**config.mk**
```make
export PLATFORM = sky130hd
export DESIGN_NAME = mul_div_unit
export DESIGN_NICKNAME = d
export VERILOG_FILES = /design/src/rtl/mul_div_unit.sv
export SDC_FILE = /design/constraint.sdc
export NUM_CORES = 1
export LEC_CHECK = 0
export BUFFER_PORTS_ARGS = -buffer_cell sky130_fd_sc_hd__buf_2
export CORE_AREA = 4 4 192 194
export DETAILED_ROUTE_END_ITERATION = 8
export DIE_AREA = 0 0 196 198
export PLACE_DENSITY = 0.71
export SLEW_MARGIN = 20
export SYNTH_ARGS = -nofsm -noshare
export SYNTH_HDL_FRONTEND = slang
export SYNTH_SLANG_ARGS = --single-unit
```
**constraint.sdc**
```tcl
create_clock -name clk -period 7.9 [get_ports clk]
set_input_delay 0.395 -clock clk [delete_from_list [all_inputs] [get_ports clk]]
set_output_delay 0.395 -clock clk [all_outputs]
set_load 0.02 [all_outputs]
```
**src/rtl/mul_div_unit.sv**
```systemverilog
// Iterative RV32M multiply/divide unit: one operation in flight,
// fixed XLEN-cycle latency, result written back to the register file.
module mul_div_unit #(
  parameter int XLEN       = 32,
  parameter int ADDRESSLEN = 4
) (
  input  logic                  clk,
  input  logic                  reset,
  input  logic                  start,
  input  logic [2:0]            funct3,
  input  logic [XLEN-1:0]       rs1_val,
  input  logic [XLEN-1:0]       rs2_val,
  input  logic [ADDRESSLEN-1:0] rd_in,
  output logic                  busy,
  output logic                  done,
  output logic [XLEN-1:0]       result,
  output logic [ADDRESSLEN-1:0] rd_out,
  output logic                  wEn
);

  localparam int CW = $clog2(XLEN);

  typedef enum logic [1:0] {
    IDLE,
    CALC,
    DONE
  } state_t;

  state_t                  state_q;
  logic [CW-1:0]           cnt_q;
  logic [2*XLEN-1:0]       acc_q;
  logic [2*XLEN-1:0]       acc_d;
  logic [XLEN-1:0]         m_q;
  logic [2:0]              op_q;
  logic                    neg_q;
  logic                    nrem_q;
  logic                    div0_q;
  logic [ADDRESSLEN-1:0]   rd_q;
  logic [XLEN-1:0]         res_q;
  logic [XLEN-1:0]         res_d;
  logic                    busy_q;
  logic                    done_q;
  logic                    wen_q;

  logic                    sgn_a;
  logic                    sgn_b;
  logic                    a_neg;
  logic                    b_neg;
  logic [XLEN-1:0]         a_abs;
  logic [XLEN-1:0]         b_abs;

  logic [XLEN:0]           mul_sum;
  logic [XLEN+1:0]         div_diff;
  logic [2*XLEN-1:0]       prod;
  logic [XLEN-1:0]         quo;
  logic [XLEN-1:0]         rem;

  assign busy   = busy_q;
  assign done   = done_q;
  assign wEn    = wen_q;
  assign result = res_q;
  assign rd_out = rd_q;

  // MULH, MULHSU, DIV, REM treat rs1 as signed; MULH, DIV, REM also rs2
  always_comb begin
    sgn_a = (funct3 == 3'd1) || (funct3 == 3'd2) ||
            (funct3 == 3'd4) || (funct3 == 3'd6);
    sgn_b = (funct3 == 3'd1) || (funct3 == 3'd4) ||
            (funct3 == 3'd6);
    a_neg = sgn_a & rs1_val[XLEN-1];
    b_neg = sgn_b & rs2_val[XLEN-1];
    a_abs = a_neg ? -rs1_val : rs1_val;
    b_abs = b_neg ? -rs2_val : rs2_val;
  end

  // acc holds {hi, lo}: product halves, or {remainder, dividend/quotient}
  always_comb begin
    mul_sum  = {1'b0, acc_q[2*XLEN-1:XLEN]} +
               (acc_q[0] ? {1'b0, m_q} : '0);
    div_diff = {1'b0, acc_q[2*XLEN-1:XLEN-1]} - {2'b00, m_q};
    if (op_q[2]) begin
      if (!div_diff[XLEN+1]) begin
        acc_d = {div_diff[XLEN-1:0], acc_q[XLEN-2:0], 1'b1};
      end else begin
        acc_d = {acc_q[2*XLEN-2:0], 1'b0};
      end
    end else begin
      acc_d = {mul_sum, acc_q[XLEN-1:1]};
    end
  end

  always_comb begin
    prod  = neg_q ? -acc_d : acc_d;
    quo   = div0_q ? '1 :
            (neg_q ? -acc_d[XLEN-1:0] : acc_d[XLEN-1:0]);
    rem   = nrem_q ? -acc_d[2*XLEN-1:XLEN] : acc_d[2*XLEN-1:XLEN];
    res_d = prod[XLEN-1:0];
    unique case (1'b1)
      (op_q == 3'd0):           res_d = prod[XLEN-1:0];
      (!op_q[2] && op_q != 0):  res_d = prod[2*XLEN-1:XLEN];
      (op_q[2] && !op_q[1]):    res_d = quo;
      (op_q[2] && op_q[1]):     res_d = rem;
      default:                  res_d = prod[XLEN-1:0];
    endcase
  end

  always_ff @(posedge clk or negedge reset) begin
    if (!reset) begin
      state_q <= IDLE;
      cnt_q   <= '0;
      acc_q   <= '0;
      m_q     <= '0;
      op_q    <= '0;
      neg_q   <= 1'b0;
      nrem_q  <= 1'b0;
      div0_q  <= 1'b0;
      rd_q    <= '0;
      res_q   <= '0;
      busy_q  <= 1'b0;
      done_q  <= 1'b0;
      wen_q   <= 1'b0;
    end else begin
      unique case (state_q)
        IDLE: begin
          done_q <= 1'b0;
          wen_q  <= 1'b0;
          if (start) begin
            op_q    <= funct3;
            rd_q    <= rd_in;
            neg_q   <= a_neg ^ b_neg;
            nrem_q  <= a_neg;
            div0_q  <= (rs2_val == '0);
            cnt_q   <= '0;
            busy_q  <= 1'b1;
            state_q <= CALC;
            if (funct3[2]) begin
              acc_q <= {{XLEN{1'b0}}, a_abs};
              m_q   <= b_abs;
            end else begin
              acc_q <= {{XLEN{1'b0}}, b_abs};
              m_q   <= a_abs;
            end
          end
        end
        CALC: begin
          acc_q <= acc_d;
          cnt_q <= cnt_q + CW'(1);
          if (cnt_q == CW'(XLEN - 1)) begin
            res_q   <= res_d;
            done_q  <= 1'b1;
            wen_q   <= (rd_q != '0);
            state_q <= DONE;
          end
        end
        DONE: begin
          done_q  <= 1'b0;
          wen_q   <= 1'b0;
          busy_q  <= 1'b0;
          state_q <= IDLE;
        end
        default: state_q <= IDLE;
      endcase
    end
  end

endmodule

```
# Word-level counts from Yosys, hierarchy flattened
# Cells that the tools add are included.
[totals] output_inout_bits=39 regBits=148 elab_cells=82 input_bits=74
[op_classes] add_sub_neg=8 n_reduce_logical=24 n_eq_ne=9 n_mux=25 bitwise_logic=3
[op_table] op="$mux W32" count=8
[op_table] op="$mux W64" count=4
[op_table] op="$neg A32 Y32" count=4
[op_table] op="$pmux W64 S2" count=1
[op_table] op="$pmux W32 S3" count=1
[op_table] op="$neg A64 Y64" count=1
[op_table] op="$sub A33 B32 Y34" count=1
[op_table] op="$add A32 B32 Y33" count=1
[op_table] op="$logic_not A32 Y1" count=1
[op_table] op="$reduce_and A2 Y1" count=6
[op_table] op="$pmux W5 S2" count=1
[op_table] op="$eq A3 B3 Y1 const B" count=2
[op_table] op="$pmux W1 S2" count=3
[op_table] op="$reduce_bool A2 Y1" count=3
[op_table] op="$add A5 B1 Y5 const B" count=1
[op_table] op="$eq A5 B5 Y1 const B" count=1
[op_table] op="$logic_or A1 B1 Y1" count=5
[op_table] op="$mux W5" count=1
[op_table] op="$mux W2" count=2
[op_table] op="$ne A2 B2 Y1 const B" count=2
[op_table] op="$pmux W2 S2" count=1
[op_table] op="$reduce_bool A4 Y1" count=1
[op_table] op="$eq A3 B1 Y1 const B" count=1
[op_table] op="$eq A3 B2 Y1 const B" count=1
[op_table] op="other kinds (10)" count=16

# Logic depth before layout (Yosys ltp)
[depth] depth_word=9 depth_mapped=21 ltp_nobuf=19

# Worst setup path after synthesis
# No wires, ideal clock.
[synth_path] path_type="flip-flop to flip-flop" start="register acc_q[0]" end="register res_q[31], in the netlist result[31]" slack_ps=3559 setup_ps=128 path_stages_with_launch=20 required_ps=7772 arrival_ps=4213 synth_period_minus_slack_ps=4341 path_buffers=2 path_cell_list="dfrtp_1 -> clkbuf_1 -> clkbuf_1 -> and2_1 -> ha_1 -> inv_1 -> fa_1 -> nand2b_1 -> a21oi_1 -> nor2_1 -> o41ai_1 -> xor2_1 -> nor2_1 -> a31oi_1 -> nor4b_4 -> nand4_2 -> or4_4 -> and3_1 -> o21ai_1 -> a31oi_1"
[synth_between] elab_chain_cells=7 elab_cells_between_ends=12 classes_between="add/sub: 4; mux: 8"
[synth_rtl] item="start, declared" line_no="31" text="logic [2*XLEN-1:0] acc_q;"
[synth_rtl] item="start signal, assigned" line_no="137" text="acc_q <= {{XLEN{1'b0}}, a_abs};"
[synth_rtl] item="start signal, assigned" line_no="140" text="acc_q <= {{XLEN{1'b0}}, b_abs};"
[synth_rtl] item="$mux W32" line_no="79" text="(acc_q[0] ? {1'b0, m_q} : '0);"
[synth_rtl] item="$add A32 B32 Y33" line_no="78" text="mul_sum = {1'b0, acc_q[2*XLEN-1:XLEN]} +"
[synth_rtl] item="$mux W64 (*)" line_no="81" text="if (op_q[2]) begin"
[synth_rtl] item="$neg A32 Y32" line_no="95" text="(neg_q ? -acc_d[XLEN-1:0] : acc_d[XLEN-1:0]);"
[synth_rtl] item="$mux W32" line_no="95"
[synth_rtl] item="$mux W32" line_no="94" text="quo = div0_q ? '1 :"
[synth_rtl] item="$pmux W32 S3 (*)" line_no="98" text="unique case (1'b1)"
[synth_rtl] item="end signal, assigned" line_no="149" text="res_q <= res_d;"
[synth_rtl] item="end, declared" line_no="39" text="logic [XLEN-1:0] res_q;"
# Mark *: on every way between the ends. The rest lies on a longest branch, timed or not.
# A chain may end at the register's enable or synchronous reset.

# Final worst setup path
[layout_path] start="register acc_q[0]" end="register res_q[20], in the netlist result[20]"
[layout_between] elab_chain_cells=6 elab_cells_between_ends=12 classes_between="add/sub: 4; mux: 8"
[layout_rtl] item="$mux W32 or $mux W64 (tied branches)" line_no="79, 82"
[layout_rtl] item="$add A32 B32 Y33 or $mux W64 (tied branches)" line_no="78, 81"
[layout_rtl] item="$mux W64 (*)" line_no="81"
[layout_rtl] item="$neg A64 Y64 (tied with other cells)" line_no="93" text="prod = neg_q ? -acc_d : acc_d;"
[layout_rtl] item="$mux W64 (tied with other cells)" line_no="93"
[layout_rtl] item="$pmux W32 S3 (*)" line_no="98"
# Marked as above.

==> flow_metrics.env <==
export IMPL_status="finished with violations"
export IMPL_violations="negative hold slack"
export IMPL_clk_latency_ps=470
export IMPL_relSlewSlack=0.332
export IMPL_ys_flop_type="dfrtp_1"
export IMPL_ys_ff_latch=148
export IMPL_grt_max_degree=95
export IMPL_crit_path_start_kind="flop"
export IMPL_finalSetupTns_ps=0
export IMPL_crit_type="reg -> reg"
export IMPL_fillCellCount=3478
export IMPL_whs_ps=-4.98
export IMPL_port_buffers=112
export IMPL_timing_final_crit_share=0.679
export IMPL_antenna_found_initial=2
export IMPL_synth_compound_area_frac=0.297
export IMPL_worstPathArrival_ps=5720
export IMPL_crit_path_start="acc_q[0]"
export IMPL_synth_nets=2331
export IMPL_synth_edf_count=0
export IMPL_grt_ovfl_total=0
export IMPL_reg2reg_depth=18
export IMPL_synth_distinct_cells=109
export IMPL_dieWidth_um=196
export IMPL_core_sq_mm=0.0352
export IMPL_synthAdderAreaFrac=0.0553
export IMPL_synthMuxAreaShare=0.0273
export IMPL_clockBufferDepth=2
export IMPL_grt_pass1_vias=16300
export IMPL_yosysWarnings=0
export IMPL_antenna_cells=0
export IMPL_ys_seq_area_frac=0.227
export IMPL_syn_area_sq_mm=0.0163
export IMPL_num_rows=69
export IMPL_regToRegStartpoint="acc_q[0]"
export IMPL_drive_gt1_frac=0.116
export IMPL_netlist_area_leader_share=0.227
export IMPL_via_per_inst=6.53
export IMPL_path_cells="and2_1, ha_1, inv_1, fa_1, nand2b_1, a21oi_1, o21ai_0, a31oi_1, nor3b_1, a21oi_1, o211ai_1, buf_4, nor4_4, nand4_1, o21ai_1, xor2_1, a221o_1, a32o_1"
export IMPL_synth_common_cells="nand2_1 (290), o21ai_0 (201), a21oi_1 (179)"
export IMPL_maxCapViolations=0
export IMPL_wire_per_inst_um=23.6
export IMPL_place_hpwl_um=48400
export IMPL_critical_path_endpoint="result[20]"
export IMPL_firstDrtPassIters=8
export IMPL_crit_fanout=22
export IMPL_synth_top_family_by_area="compound AO/OA/AOI/OAI gates"
export IMPL_final_cells=2678
export IMPL_synth_top_cell_by_area="dfrtp_1"
export IMPL_cp_required_ps=8260
export IMPL_crit_top_cell="a21oi_1"
export IMPL_holdBufCountCts=0
export IMPL_syn_avg_cell_area_sq_um=7.47
export IMPL_route_detailed_drc=0
export IMPL_ant_nets=0
export IMPL_post_cts_resized=0
export IMPL_clock_sinks=148
export IMPL_syn2layout_area_growth_pct=7.43
export IMPL_first_iter_violations=2062
export IMPL_setup_viol=0
export IMPL_min_period_ps=5360
export IMPL_cts_root_buf="clkbuf_16"
export IMPL_htree_levels=4
export IMPL_yosys_area_share_simple=0.233
export IMPL_slowest_delay_ps=710
export IMPL_path_clk_slew_ps=70
export IMPL_post_cts_buffers=0
export IMPL_gp_congestion=1.05
export IMPL_synthXorXnorAreaFrac=0.0950
export IMPL_hold_class="in -> async"
export IMPL_vias=17500
export IMPL_hold_viol=1
export IMPL_totalWireLength_um=63200
export IMPL_numCtsBuffers=17
export IMPL_nets=2349
export IMPL_r2r_slack_ps=2540
export IMPL_track_usage=0.316
export IMPL_maxSlewViolCount=0
export IMPL_reg2reg_to="result[20]"
export IMPL_yosys_top_cells_area="dfrtp_1 (23%), nand2_1 (6.7%), o21ai_0 (6.2%)"
export IMPL_syn_inst=2186
export IMPL_fmax_mhz=186
export IMPL_die_area_sq_mm=0.0388
export IMPL_skew_ps=9.83
export IMPL_grt_pass1_wl_um=96200
export IMPL_cts_tree="yes"
export IMPL_crit_slowest_cell="dfrtp_1"
export IMPL_ys_async_sr_fraction=1.00
export IMPL_post_synth_top_count_cell="nand2_1"
export IMPL_worst_slew_pin_slew_ps=1000
export IMPL_die_h_um=198
export IMPL_rsz0062_at_grt="no"
export IMPL_placed_cells=2646
export IMPL_start_util=0.463
export IMPL_endpoint_kind="flop"
export IMPL_pin_count=113
-- area by class of cell --
class | count | area [sq um] | area share
sequential | 148 | 3710 | 0.211
multi-input combinational | 1810 | 11600 | 0.660
tap | 461 | 577 | 0.0329
inverter | 85 | 319 | 0.0182
timing repair buffer | 142 | 792 | 0.0452
clock buffer | 18 | 439 | 0.0250
clock inverter | 14 | 133 | 0.00756
-- per-layer routing --
metal	global-route usage	share of wire	up-vias
li1	-	-	8032
met3	0.0696	0.10	193
met5	0	0	-
met1	0.419	0.40	8261
met2	0.498	0.44	993
met4	0.142	0.053	0
-- worst min path at each step --
| stage | to | slack, ps | cells past startpoint |
|---|---|---|---|
| after floorplan | acc_q[0] | 100 | 0 |
| after global placement | result[10] | 460 | 2 |
| after detailed placement | result[10] | 460 | 2 |
| after CTS | result[25] | 70 | 1 |
| after global routing | result[20] | 70 | 1 |
| final | result[20] | -5 | 1 |
-- registers in the layout (all words and copies together) (netlist names) --
register,cells
nrem_q,1
m_q,32
cnt_q,5
wEn,1
busy,1
op_q,3
state_q,2
div0_q,1
neg_q,1
acc_q,64
done,1
result,32
rd_out,4
-- worst max-delay path, delay by kind of cell (launching register included) --
| kind | cells | cell delay [ps] |
|---|---|---|
| compound gates | 8 | 2340 |
| buf+inv | 2 | 330 |
| flops | 1 | 710 |
| fa+ha+maj | 2 | 570 |
| simple gates | 5 | 1140 |
| xor+xnor | 1 | 170 |
-- stage by stage --
| step | instance area (sq um) | util | setup slack, ps |
|---|---|---|---|
| 2_1_floorplan | 16300 | - | 3560 |
| 3_3_place_gp | 17000 | 0.482 | 2700 |
| 4_1_cts | 17500 | 0.498 | 2640 |
| 3_5_place_dp | 17000 | 0.482 | 2680 |
| 6_report | 17500 | 0.498 | 2540 |
| 5_1_grt | 17500 | 0.498 | 2190 |
-- logic make-up (layout without fill, tap and decap cells) --
logic type / count (synthesis) / count (layout)
simple gates: 789 / 789
compound gates: 729 / 729
buf+inv: 228 / 259
xor+xnor: 177 / 177
flops: 148 / 148
fa+ha+maj: 71 / 71
mux: 44 / 44
-- cells in the final DEF (no fill, tap or decap), drive strengths merged, types with 69 or more instances in the layout --
cell type,Yosys,routed
o21ai,216,216
ha,69,69
xnor2,97,97
nand2,294,294
a21oi,185,185
inv,85,96
dfrtp,148,148
nand3,82,82
xor2,80,80
nor2,171,171
buf,32,142
Power is left out: the tool's default activity adds up to more than one toggle a clock period on the data nets, which glitch-free logic cannot reach.
